--- src/rtl/fb_arb_pkg.sv ---
`default_nettype none
// ============================================================================
// Module      : fb_arb_pkg
// Description : Shared types and constants for the frame-buffer read arbiter.
//               - owner tags carried alongside each RAM read;
//               - FSM state encodings;
//               - default frame-buffer geometry.
// Revision    : 1.0 - initial release
// ============================================================================
package fb_arb_pkg;

  // Owner of a read that is in flight through the RAM read pipeline
  typedef enum logic [1:0] {
    OWN_NONE = 2'd0,
    OWN_DISP = 2'd1,
    OWN_AUX  = 2'd2
  } own_t;

  // Aux burst FSM encodings
  localparam logic [1:0] c_ST_IDLE  = 2'd0;
  localparam logic [1:0] c_ST_RUN   = 2'd1;
  localparam logic [1:0] c_ST_DRAIN = 2'd2;

  // 320x240 RGB565 frame; the last word address is where bursts wrap to 0
  localparam int unsigned c_FB_WORDS_DEFAULT = 76800;
  localparam int unsigned c_FB_LAST_DEFAULT  = c_FB_WORDS_DEFAULT - 1;

endpackage
`default_nettype wire

--- src/rtl/fb_arb_tag_pipe.sv ---
`default_nettype none
// ============================================================================
// Module      : fb_arb_tag_pipe
// Description : RD_LAT-deep shift register of read owner tags. The tag leaving
//               the last stage lines up with the RAM data for that read.
// Ports       : mclk, rst_n     - clock, async active-low reset
//               tag_in          - owner of the read issued this cycle
//               tag_out         - owner of the data on ram_doutb this cycle
//               aux_pending     - an aux read is still in flight beyond the
//                                 data currently being delivered
// Revision    : 1.0 - initial release
// ============================================================================
module fb_arb_tag_pipe
  import fb_arb_pkg::*;
#(
  parameter int RD_LAT = 1
) (
  input  logic mclk,
  input  logic rst_n,
  input  own_t tag_in,
  output own_t tag_out,
  output logic aux_pending
);

  own_t r_stage [RD_LAT];

  always_ff @(posedge mclk or negedge rst_n) begin
    if (!rst_n) begin
      for (int i = 0; i < RD_LAT; i++) r_stage[i] <= OWN_NONE;
    end else begin
      r_stage[0] <= tag_in;
      for (int i = 1; i < RD_LAT; i++) r_stage[i] <= r_stage[i-1];
    end
  end

  assign tag_out = r_stage[RD_LAT-1];

  // The output stage is excluded: its data is consumed this cycle, so a burst
  // may finish draining in the same cycle its last word is delivered.
  generate
    if (RD_LAT == 1) begin : g_lat_one
      assign aux_pending = 1'b0;
    end else begin : g_lat_multi
      logic w_pend;
      always_comb begin
        w_pend = 1'b0;
        for (int i = 0; i < RD_LAT - 1; i++) begin
          if (r_stage[i] == OWN_AUX) w_pend = 1'b1;
        end
      end
      assign aux_pending = w_pend;
    end
  endgenerate

endmodule
`default_nettype wire

--- src/rtl/fb_read_arbiter.sv ---
`default_nettype none
// ============================================================================
// Module      : fb_read_arbiter
// Description : Shares the frame-buffer RAM read port between the VGA display
//               (absolute priority, fixed latency) and an aux burst engine
//               that only uses cycles the display leaves idle.
// Ports       : mclk, rst_n                      - clock, async active-low reset
//               disp_req/disp_addr               - display read request
//               disp_rdata/disp_rvalid           - display read return
//               aux_cmd_valid/ready/addr/len     - burst command
//               aux_abort                        - stop issuing current burst
//               aux_rdata/aux_rvalid             - aux read return
//               aux_done/aux_busy                - burst status
//               starve/starve_clr                - sticky starvation flag
//               ram_addrb/ram_doutb              - RAM read port
//               vs_pulse, stat_*_words           - read statistics, only when
//                                                  FB_ARB_STATS_EN is defined
// Revision    : 1.0 - initial release
// ============================================================================
module fb_read_arbiter
  import fb_arb_pkg::*;
#(
  parameter int ADDR_W     = 17,
  parameter int DATA_W     = 16,
  parameter int FB_WORDS   = c_FB_WORDS_DEFAULT,
  parameter int RD_LAT     = 1,
  parameter int STARVE_MAX = 1024
) (
  input  logic              mclk,
  input  logic              rst_n,
  input  logic              disp_req,
  input  logic [ADDR_W-1:0] disp_addr,
  output logic [DATA_W-1:0] disp_rdata,
  output logic              disp_rvalid,
  input  logic              aux_cmd_valid,
  output logic              aux_cmd_ready,
  input  logic [ADDR_W-1:0] aux_cmd_addr,
  input  logic [ADDR_W-1:0] aux_cmd_len,
  input  logic              aux_abort,
  output logic [DATA_W-1:0] aux_rdata,
  output logic              aux_rvalid,
  output logic              aux_done,
  output logic              aux_busy,
  output logic              starve,
  input  logic              starve_clr,
`ifdef FB_ARB_STATS_EN
  input  logic              vs_pulse,
  output logic [19:0]       stat_aux_words,
  output logic [19:0]       stat_disp_words,
`endif
  output logic [ADDR_W-1:0] ram_addrb,
  input  logic [DATA_W-1:0] ram_doutb
);

  localparam logic [ADDR_W-1:0] c_ADDR_LAST = ADDR_W'(FB_WORDS - 1);
  localparam int                c_SCNT_W    = $clog2(STARVE_MAX + 1);
  localparam logic [c_SCNT_W-1:0] c_SCNT_MAX = c_SCNT_W'(STARVE_MAX);

  logic [1:0]          r_state, w_state_nxt;
  logic [ADDR_W-1:0]   r_aux_addr, r_aux_rem;
  logic                r_cmd_ready, r_busy, r_done, r_starve;
  logic [c_SCNT_W-1:0] r_scnt;
  logic [DATA_W-1:0]   r_disp_hold, r_aux_hold;
  logic                w_accept, w_len_zero, w_aux_issue, w_last_issue;
  logic                w_drain_exit, w_set_starve;
  own_t                w_tag_in, w_tag_out;
  logic                w_aux_pending;

  assign w_accept     = (r_state == c_ST_IDLE) && r_cmd_ready && aux_cmd_valid;
  assign w_len_zero   = (aux_cmd_len == '0);
  assign w_aux_issue  = (r_state == c_ST_RUN) && !disp_req;
  assign w_last_issue = w_aux_issue && (r_aux_rem == ADDR_W'(1));
  assign w_drain_exit = (r_state == c_ST_DRAIN) && !w_aux_pending;
  // Set one cycle early so the flag is visible once STARVE_MAX cycles elapsed
  assign w_set_starve = (r_state == c_ST_RUN) && disp_req &&
                        (r_scnt >= c_SCNT_MAX - c_SCNT_W'(1));

  always_comb begin
    w_state_nxt = r_state;
    case (r_state)
      c_ST_IDLE:  if (w_accept && !w_len_zero)       w_state_nxt = c_ST_RUN;
      c_ST_RUN:   if (w_last_issue || aux_abort)     w_state_nxt = c_ST_DRAIN;
      c_ST_DRAIN: if (!w_aux_pending)                w_state_nxt = c_ST_IDLE;
      default:                                       w_state_nxt = c_ST_IDLE;
    endcase
  end

  always_ff @(posedge mclk or negedge rst_n) begin
    if (!rst_n) begin
      r_state     <= c_ST_IDLE;
      r_cmd_ready <= 1'b0;
      r_busy      <= 1'b0;
      r_done      <= 1'b0;
      r_aux_addr  <= '0;
      r_aux_rem   <= '0;
      r_scnt      <= '0;
      r_starve    <= 1'b0;
      r_disp_hold <= '0;
      r_aux_hold  <= '0;
    end else begin
      r_state     <= w_state_nxt;
      r_cmd_ready <= (w_state_nxt == c_ST_IDLE);
      r_done      <= (w_accept && w_len_zero) || w_drain_exit;

      if (w_accept && !w_len_zero) r_busy <= 1'b1;
      else if (w_drain_exit)       r_busy <= 1'b0;

      if (w_accept) begin
        r_aux_addr <= aux_cmd_addr;
        r_aux_rem  <= aux_cmd_len;
      end else if (w_aux_issue) begin
        r_aux_addr <= (r_aux_addr == c_ADDR_LAST) ? '0 : r_aux_addr + ADDR_W'(1);
        r_aux_rem  <= r_aux_rem - ADDR_W'(1);
      end

      if ((r_state != c_ST_RUN) || w_aux_issue) r_scnt <= '0;
      else if (r_scnt != c_SCNT_MAX)            r_scnt <= r_scnt + c_SCNT_W'(1);

      if (w_set_starve)    r_starve <= 1'b1;
      else if (starve_clr) r_starve <= 1'b0;

      if (disp_rvalid) r_disp_hold <= ram_doutb;
      if (aux_rvalid)  r_aux_hold  <= ram_doutb;
    end
  end

  // Display always owns the port when requesting; aux address holds otherwise
  assign ram_addrb = disp_req ? disp_addr :
                     (r_state == c_ST_RUN) ? r_aux_addr : '0;

  assign w_tag_in = disp_req ? OWN_DISP : (w_aux_issue ? OWN_AUX : OWN_NONE);

  fb_arb_tag_pipe #(
    .RD_LAT (RD_LAT)
  ) u_tag_pipe (
    .mclk        (mclk),
    .rst_n       (rst_n),
    .tag_in      (w_tag_in),
    .tag_out     (w_tag_out),
    .aux_pending (w_aux_pending)
  );

  assign disp_rvalid   = (w_tag_out == OWN_DISP);
  assign aux_rvalid    = (w_tag_out == OWN_AUX);
  assign disp_rdata    = disp_rvalid ? ram_doutb : r_disp_hold;
  assign aux_rdata     = aux_rvalid  ? ram_doutb : r_aux_hold;
  assign aux_cmd_ready = r_cmd_ready;
  assign aux_busy      = r_busy;
  assign aux_done      = r_done;
  assign starve        = r_starve;

`ifdef FB_ARB_STATS_EN
  logic [19:0] r_cnt_aux, r_cnt_disp, r_stat_aux, r_stat_disp;

  // A read issued in the vs_pulse cycle belongs to the new frame
  always_ff @(posedge mclk or negedge rst_n) begin
    if (!rst_n) begin
      r_cnt_aux   <= '0;
      r_cnt_disp  <= '0;
      r_stat_aux  <= '0;
      r_stat_disp <= '0;
    end else if (vs_pulse) begin
      r_stat_aux  <= r_cnt_aux;
      r_stat_disp <= r_cnt_disp;
      r_cnt_aux   <= {19'd0, w_aux_issue};
      r_cnt_disp  <= {19'd0, disp_req};
    end else begin
      r_cnt_aux   <= r_cnt_aux  + {19'd0, w_aux_issue};
      r_cnt_disp  <= r_cnt_disp + {19'd0, disp_req};
    end
  end

  assign stat_aux_words  = r_stat_aux;
  assign stat_disp_words = r_stat_disp;
`endif

endmodule
`default_nettype wire

--- config.mk ---
export PLATFORM = sky130hd
export DESIGN_NAME = fb_read_arbiter
export DESIGN_NICKNAME = d
export VERILOG_FILES = /design/src/rtl/fb_arb_pkg.sv /design/src/rtl/fb_arb_tag_pipe.sv /design/src/rtl/fb_read_arbiter.sv
export SDC_FILE = /design/constraint.sdc
export NUM_CORES = 1
export LEC_CHECK = 0
export CAP_MARGIN = 0
export CORE_ASPECT_RATIO = 0.75
export CORE_MARGIN = 3
export CORE_UTILIZATION = 47
export DETAILED_ROUTE_END_ITERATION = 7
export GPL_TIMING_DRIVEN = 0
export PLACE_DENSITY_LB_ADDON = 0.05
export SYNTH_ARGS = -nofsm -noshare
export SYNTH_HDL_FRONTEND = slang
export SYNTH_SLANG_ARGS = --single-unit
--- constraint.sdc ---
create_clock -name mclk -period 2.7 [get_ports mclk]
set_clock_uncertainty 0.1 [all_clocks]
set_input_delay 0.27 -clock mclk [delete_from_list [all_inputs] [get_ports mclk]]
set_output_delay 0.27 -clock mclk [all_outputs]
set_load 0.02 [all_outputs]
Yosys cells after proc, flatten, opt, wreduce, memory -nomap -nowiden
Index checks and enable logic that the tools add are counted.
Storage, ports and cells
  flip-flop bits (word level): 85
  bits in latches: 0
  RAM bits: 0
  ROM bits: 0
  bits of input ports: 73
  output and inout port bits: 55
  memories kept: 0
Cells by class
  $add $sub $neg: 3
  multipliers: 0
  divide/modulo/power cells: 0
  order comparisons: 1
  eq/ne operators: 8
  shift operators: 0
  muxes and demuxes: 20
  bitwise operators: 0
  reductions and logical operators: 20
Operator list (number)
  17-bit 2-to-1 mux: 7
  16-bit 2-to-1 mux: 2
  11-bit 2-to-1 mux: 2
  17-bit by 1-bit adder with 17-bit output (second input constant): 1
  17-bit by 1-bit equality test with 1-bit output (second input constant): 1
  17-bit equality test (second input constant): 1
  17-bit logical NOT: 1
  17-bit by 1-bit subtractor with 17-bit output (second input constant): 1
  11-bit by 1-bit adder with 11-bit output (second input constant): 1
  11-bit by 10-bit >= comparator with 1-bit output (second input constant): 1
  11-bit inequality test (second input constant): 1
  1-bit logical AND: 8
  2-bit 2-to-1 mux: 4
  2-bit nonzero test: 4
  2-bit by 1-bit equality test with 1-bit output (second input constant): 2
  2-bit equality test (second input constant): 2
  2-bit logical NOT: 2
  1-bit 2-to-1 mux: 4
  2-bit case mux with 2 select lines: 1
  1-bit logical OR: 3
  1-bit logical NOT: 2
  2-bit by 1-bit inequality test with 1-bit output (second input constant): 1

Longest topological paths before layout
  word-level depth: 7
  gate-level depth with buffers: 8
  depth with buffers taken out: 6

Modules after synthesis
A second synthesis with hierarchy kept.
Second synthesis, totals
  cell total of the unflattened synthesis: 403
  area total of the unflattened synthesis: 4281.6 um^2
Modules (own cells, without submodules)
  fb_read_arbiter: instances 1, cells each 399, area each 4220.3 um^2, sequential area each 2077.0 um^2
  fb_arb_tag_pipe: instances 1, cells each 4, area each 61.3 um^2, sequential area each 50.0 um^2

Worst setup path after synthesis
Ideal clock, no wire load.
  path kind: reg2out
  start: reg u_tag_pipe.r_stage, in the netlist u_tag_pipe.tag_out[1]
  end: out disp_rdata[10]
  arrival: 1.681 ns
  path slack: 0.649 ns
  cell stages (with the launch flop): 5
  buffers on the path: 2
  path through: dfrtp_1 > nor2b_1 > clkbuf_1 > buf_1 > mux2_2
On the way
  word-level cells in the longest chain between the ends: 2
Ends and longest elaborated chain
  start, declared: line fb_arb_tag_pipe.sv:25  | own_t r_stage [RD_LAT];
  2-bit by 1-bit equality test with 1-bit output: line fb_read_arbiter.sv:143  | assign disp_rvalid = (w_tag_out == OWN_DISP);
  via disp_rvalid: line fb_read_arbiter.sv:34  | output logic disp_rvalid,
  16-bit 2-to-1 mux
  end, declared: line fb_read_arbiter.sv:33  | output logic [DATA_W-1:0] disp_rdata,
The timed path passes the listed nets, and every way through them passes these cells.

Worst setup path after layout
  start: in disp_req
  end: out ram_addrb[12]
On the way
  word-level cells in the longest chain between the ends: 1
Ends and longest elaborated chain
  start, declared: line fb_read_arbiter.sv:31  | input logic disp_req,
  17-bit 2-to-1 mux: line fb_read_arbiter.sv:128  | assign ram_addrb = disp_req ? disp_addr :
  end, declared: line fb_read_arbiter.sv:51  | output logic [ADDR_W-1:0] ram_addrb,
No other way between the ends.

==> flow_results.org <==
** Outcome
- The run finished with clean final reports.

** Clock network
- Counting along the longest clock path gives a buffer depth of 2.
- The H-tree was split into 3 levels.
- Number of clock buffers inserted by TritonCTS :: 9
- Reg clk slew, reported paths :: 60 ps
- In this run the clock root is driven by a clkbuf_16.
- Clock insertion delay at the later pin of the skew report :: 340 ps
- After clock tree synthesis, the setup repair step added 0 buffers.
- CTS tree :: done
- For this design, the sink count on the clock tree is 85.

** Setup path
- The worst setup path is captured at an output port.
- Worst endpoint data arrival time :: around 2200 ps
- STA classifies the critical path startpoint as an input pin.
- Along the worst path, the maximum fanout reaches 15.
- Timing startpoint of the critical path :: disp_req
- Depth of the most critical reg-to-reg path :: 5
- The critical path in this run is classified as in -> out.
- The worst register-to-register path begins at r_aux_rem[3]$_DFFE_PN0P_.
- The critical path ends at ram_addrb[12].
- The endpoint identified for the worst register-to-register timing path is r_aux_rem[15]$_DFFE_PN0P_.
- Worst endpoint required time :: 2330 ps
- R2R Setup Slk :: about 440 ps

** Place
- Summing all placed instances gives a cell area of 5660 sq um.
- Half-perimeter wire length after detailed placement :: 8600 microns
- Global placement routability congestion :: between 0.8 and 0.9
- Count of input and output buffers :: ~130

** STA
- Fin crit period :: approximately 2600 ps
- Total count of max-transition violations in the final report :: 0
- Number of setup violations in the final report :: 0
- The worst pin sits at a relative slew slack of 54.8%.
- Maximum achievable frequency :: just under 400 MHz
- Setup repair after global routing missed its margin :: no
- Worst slew pin tran :: ~680 ps
- Dividing the final minimum period by the clock period gives 95.9%.
- After routing, the total negative slack on setup checks comes to 0 ps.
- The count of final hold-check violations was 0.

** Die
- Once the floorplan was initialized, standard cells occupied between 40 and 50% of the core.
- Vert. Die Dim :: about 88 microns
- In this run the horizontal extent of the chip is 116 microns.
- Row Count :: 29
- Count of boundary I/O pins :: 128
- The die covers approximately 10,000 sq um.
- Core footprint :: between 8000 and 9000 sq um

** Yosys
- Instance count of the mapped netlist :: 411
- Combinational family with the most area after synthesis :: simple AND/OR/NAND/NOR gates
- Parity-gate share of the synthesized area counting xor and xnor cells :: 3.73%
- In this run the mean area of a mapped cell was 10.3 sq um.
- Adder-cell share of the synthesized area :: around 1.5%
- Counting distinct cell types in the post-synthesis netlist gives 52.
- Of the synthesized area, sequential elements account for 50.3%.
- In this run, synthesis inferred 0 flip-flops with an integrated enable.
- Synthesized net count :: 489
- For this run, asynchronously set or reset flops after synthesis account for 100%.
- Portion of netlist area occupied by mux cells :: ~8.5%
- Total of flip-flops plus latches after synthesis :: 85
- Among all flip-flop cells after synthesis, the most frequent one is dfrtp_1.
- Summing every instance area after synthesis gives between 4000 and 5000 sq um.
- YS warnings :: 0
- Simple-Gate Fraction of Synth Area :: 19.4%
- Complex-gate fraction of the synthesized area :: 13.9%

** Run
- Count of max-cap constraint violations :: 0

** Route
- The final layout contains routed wiring with a total length of 11,700 microns.
- Antenna-violating nets left :: 0
- DRC violations left :: 0
- Summing over every cut layer, the via total after detailed routing is 3,753.
- In the final routed layout, each cell accounts on average for 17.7 microns.
- The first detailed-routing pass took 4 iterations.
- DRC marker count from the first detailed-route iteration :: 305
- Dividing the detail-routed via count by the number of cells gives about 5.7.

** Global routing
- First-pass GRT wire length :: approximately 19,000 microns
- Global routing used 24.0% of the available tracks across all layers.
- The initial antenna violation count came to 0.
- Vias in the first global route :: 3,714
- Total global routing overflow :: 0
- Largest net degree at the start of global routing :: 66

** Final layout
- In the layout the commonest cells are clkdlybuf4s50_1, dfrtp_1, nand2_1.
- At the end of the flow, the number of nets in the layout was 627.
- Filler Cells Inserted :: 685
- For this run, the share of the core covered by cells in the final layout is 69.4%.
- Fraction of layout instances using a drive strength above 1 :: 13.4%
- Layout Area Growth over Synthesis :: 41.1%
- Registers take 2130 sq um.
- N_diodes :: 0
- Most common cell after layout, fill and taps aside :: clkdlybuf4s50_1
- Area of combinational cells with multiple inputs :: 1990 sq um
- After routing the design area is 5970 sq um.

** Power
- For this design the ratio of total power to cell area is 980 nW/um^2.
- The worst-case IR drop observed on VDD is 0.599 mV.
- Reported leakage power :: 2.44 nW

** Worst hold path
- Class of the worst hold path :: in -> async
-- report_power, final --
part	internal (mW)	leakage [nW]	switching, mW
Sequential	1.73	1.04	0.395
Combinational	1.08	1.25	1.24
Clock	0.900	0.156	0.492
-- logic make-up after synthesis --
| group | Yosys count |
|---|---|
| AND/OR/NAND/NOR | 158 |
| AO/OA/AOI/OAI | 85 |
| flip-flops | 85 |
| multiplexers | 32 |
| buffers and inverters | 28 |
| XOR/XNOR | 18 |
| adder cells (fa/ha/maj) | 5 |
-- metal layers --
| metal | vias to the layer above | GRT usage, % | routed length, microns | share of wire [%] |
|---|---|---|---|---|
| met2 | 155 | 37.2 | 5240 | 45 |
| met3 | 12 | 5.80 | 1080 | 9.2 |
| met4 | 0 | 6.82 | 127 | 1.1 |
| met1 | 1788 | 33.9 | 5260 | 45 |
| li1 | 1798 | - | - | - |
| met5 | - | 0 | 0 | 0 |
-- flip-flops by register name, summed over array words and instances, names as in the netlist --
name                flops
r_aux_addr             17
r_aux_rem              17
r_aux_hold             16
r_disp_hold            16
r_scnt                 11
r_state                 2
u_tag_pipe.tag_out      2
aux_busy                1
aux_cmd_ready           1
aux_done                1
starve                  1
-- how the worst min path moves through the flow --
stage | startpoint | end | depth (start not counted)
6_report | rst_n | r_aux_hold[10]$_DFF_PN0_ | 2
5_1_grt | disp_req | u_tag_pipe.tag_out[0]$_DFF_PN0_ | 1
4_1_cts | rst_n | r_aux_hold[10]$_DFF_PN0_ | 2
3_3_place_gp | r_aux_hold[4]$_DFF_PN0_ | r_aux_hold[4]$_DFF_PN0_ | 1
3_5_place_dp | rst_n | r_aux_hold[10]$_DFF_PN0_ | 1
2_1_floorplan | rst_n | aux_busy$_DFFE_PN0P_ | 0
-- cells in the mapped netlist (all sizes together), types with 2 or more instances --
cell type / instances / area, sq um
or4: 6 / 48.8
a32oi: 3 / 26.3
nor2b: 2 / 12.5
a22o: 16 / 140
buf: 7 / 32.5
a22oi: 2 / 15.0
o311ai: 9 / 78.8
dfrtp: 85 / 2130
clkbuf: 13 / 48.8
and3: 7 / 43.8
a31oi: 4 / 25.0
and4: 3 / 26.3
nand4: 9 / 56.3
ha: 5 / 62.6
mux2: 32 / 360
nand2: 48 / 180
xnor2: 8 / 70.1
o21ai: 25 / 125
nand2b: 4 / 32.5
xor2: 10 / 87.6
o31ai: 2 / 15.0
a21oi: 11 / 55.1
inv: 7 / 26.3
nor3: 9 / 45.0
nand3: 19 / 100
or3: 7 / 48.8
nor2: 28 / 105
o211ai: 5 / 37.5
nor4: 8 / 50.1
-- final cells by class --
| class | count | area share, % |
|---|---|---|
| Sequential cell | 85 | 35.7 |
| Multi-Input combinational cell | 298 | 33.3 |
| Timing Repair Buffer | 129 | 21.2 |
| Clock buffer | 11 | 3.90 |
| Tap cell | 108 | 2.27 |
| Clock inverter | 4 | 1.64 |
| Buffer | 18 | 1.43 |
| Inverter | 8 | 0.587 |
-- worst max-delay path, cell delays in order --
cell and delay [ps]:
clkdlybuf4s50_1 410, buf_2 210, or3b_1 350, buf_2 200, inv_6 140, buf_4 200
a22o_1 140, clkdlybuf4s15_1 300
-- stage by stage --
step	instances	worst slack [ps]	hold slack, ps	total power, mW
6_report	661	109	302	5.84
5_1_grt	661	13.3	298	6.21
4_1_cts	661	2.28	278	5.85
3_5_place_dp	647	-489	80.1	4.47
3_3_place_gp	646	-1820	378	4.40
2_1_floorplan	411	649	-126	3.44
-- repair_timing --
action,4_1_cts,5_1_grt
hold endpoints to repair,20,0
setup endpoints to repair,37,26
resized for setup,25,31
pin swaps,0,0
hold buffers,1,0
(Power assumes the default switching activity.)
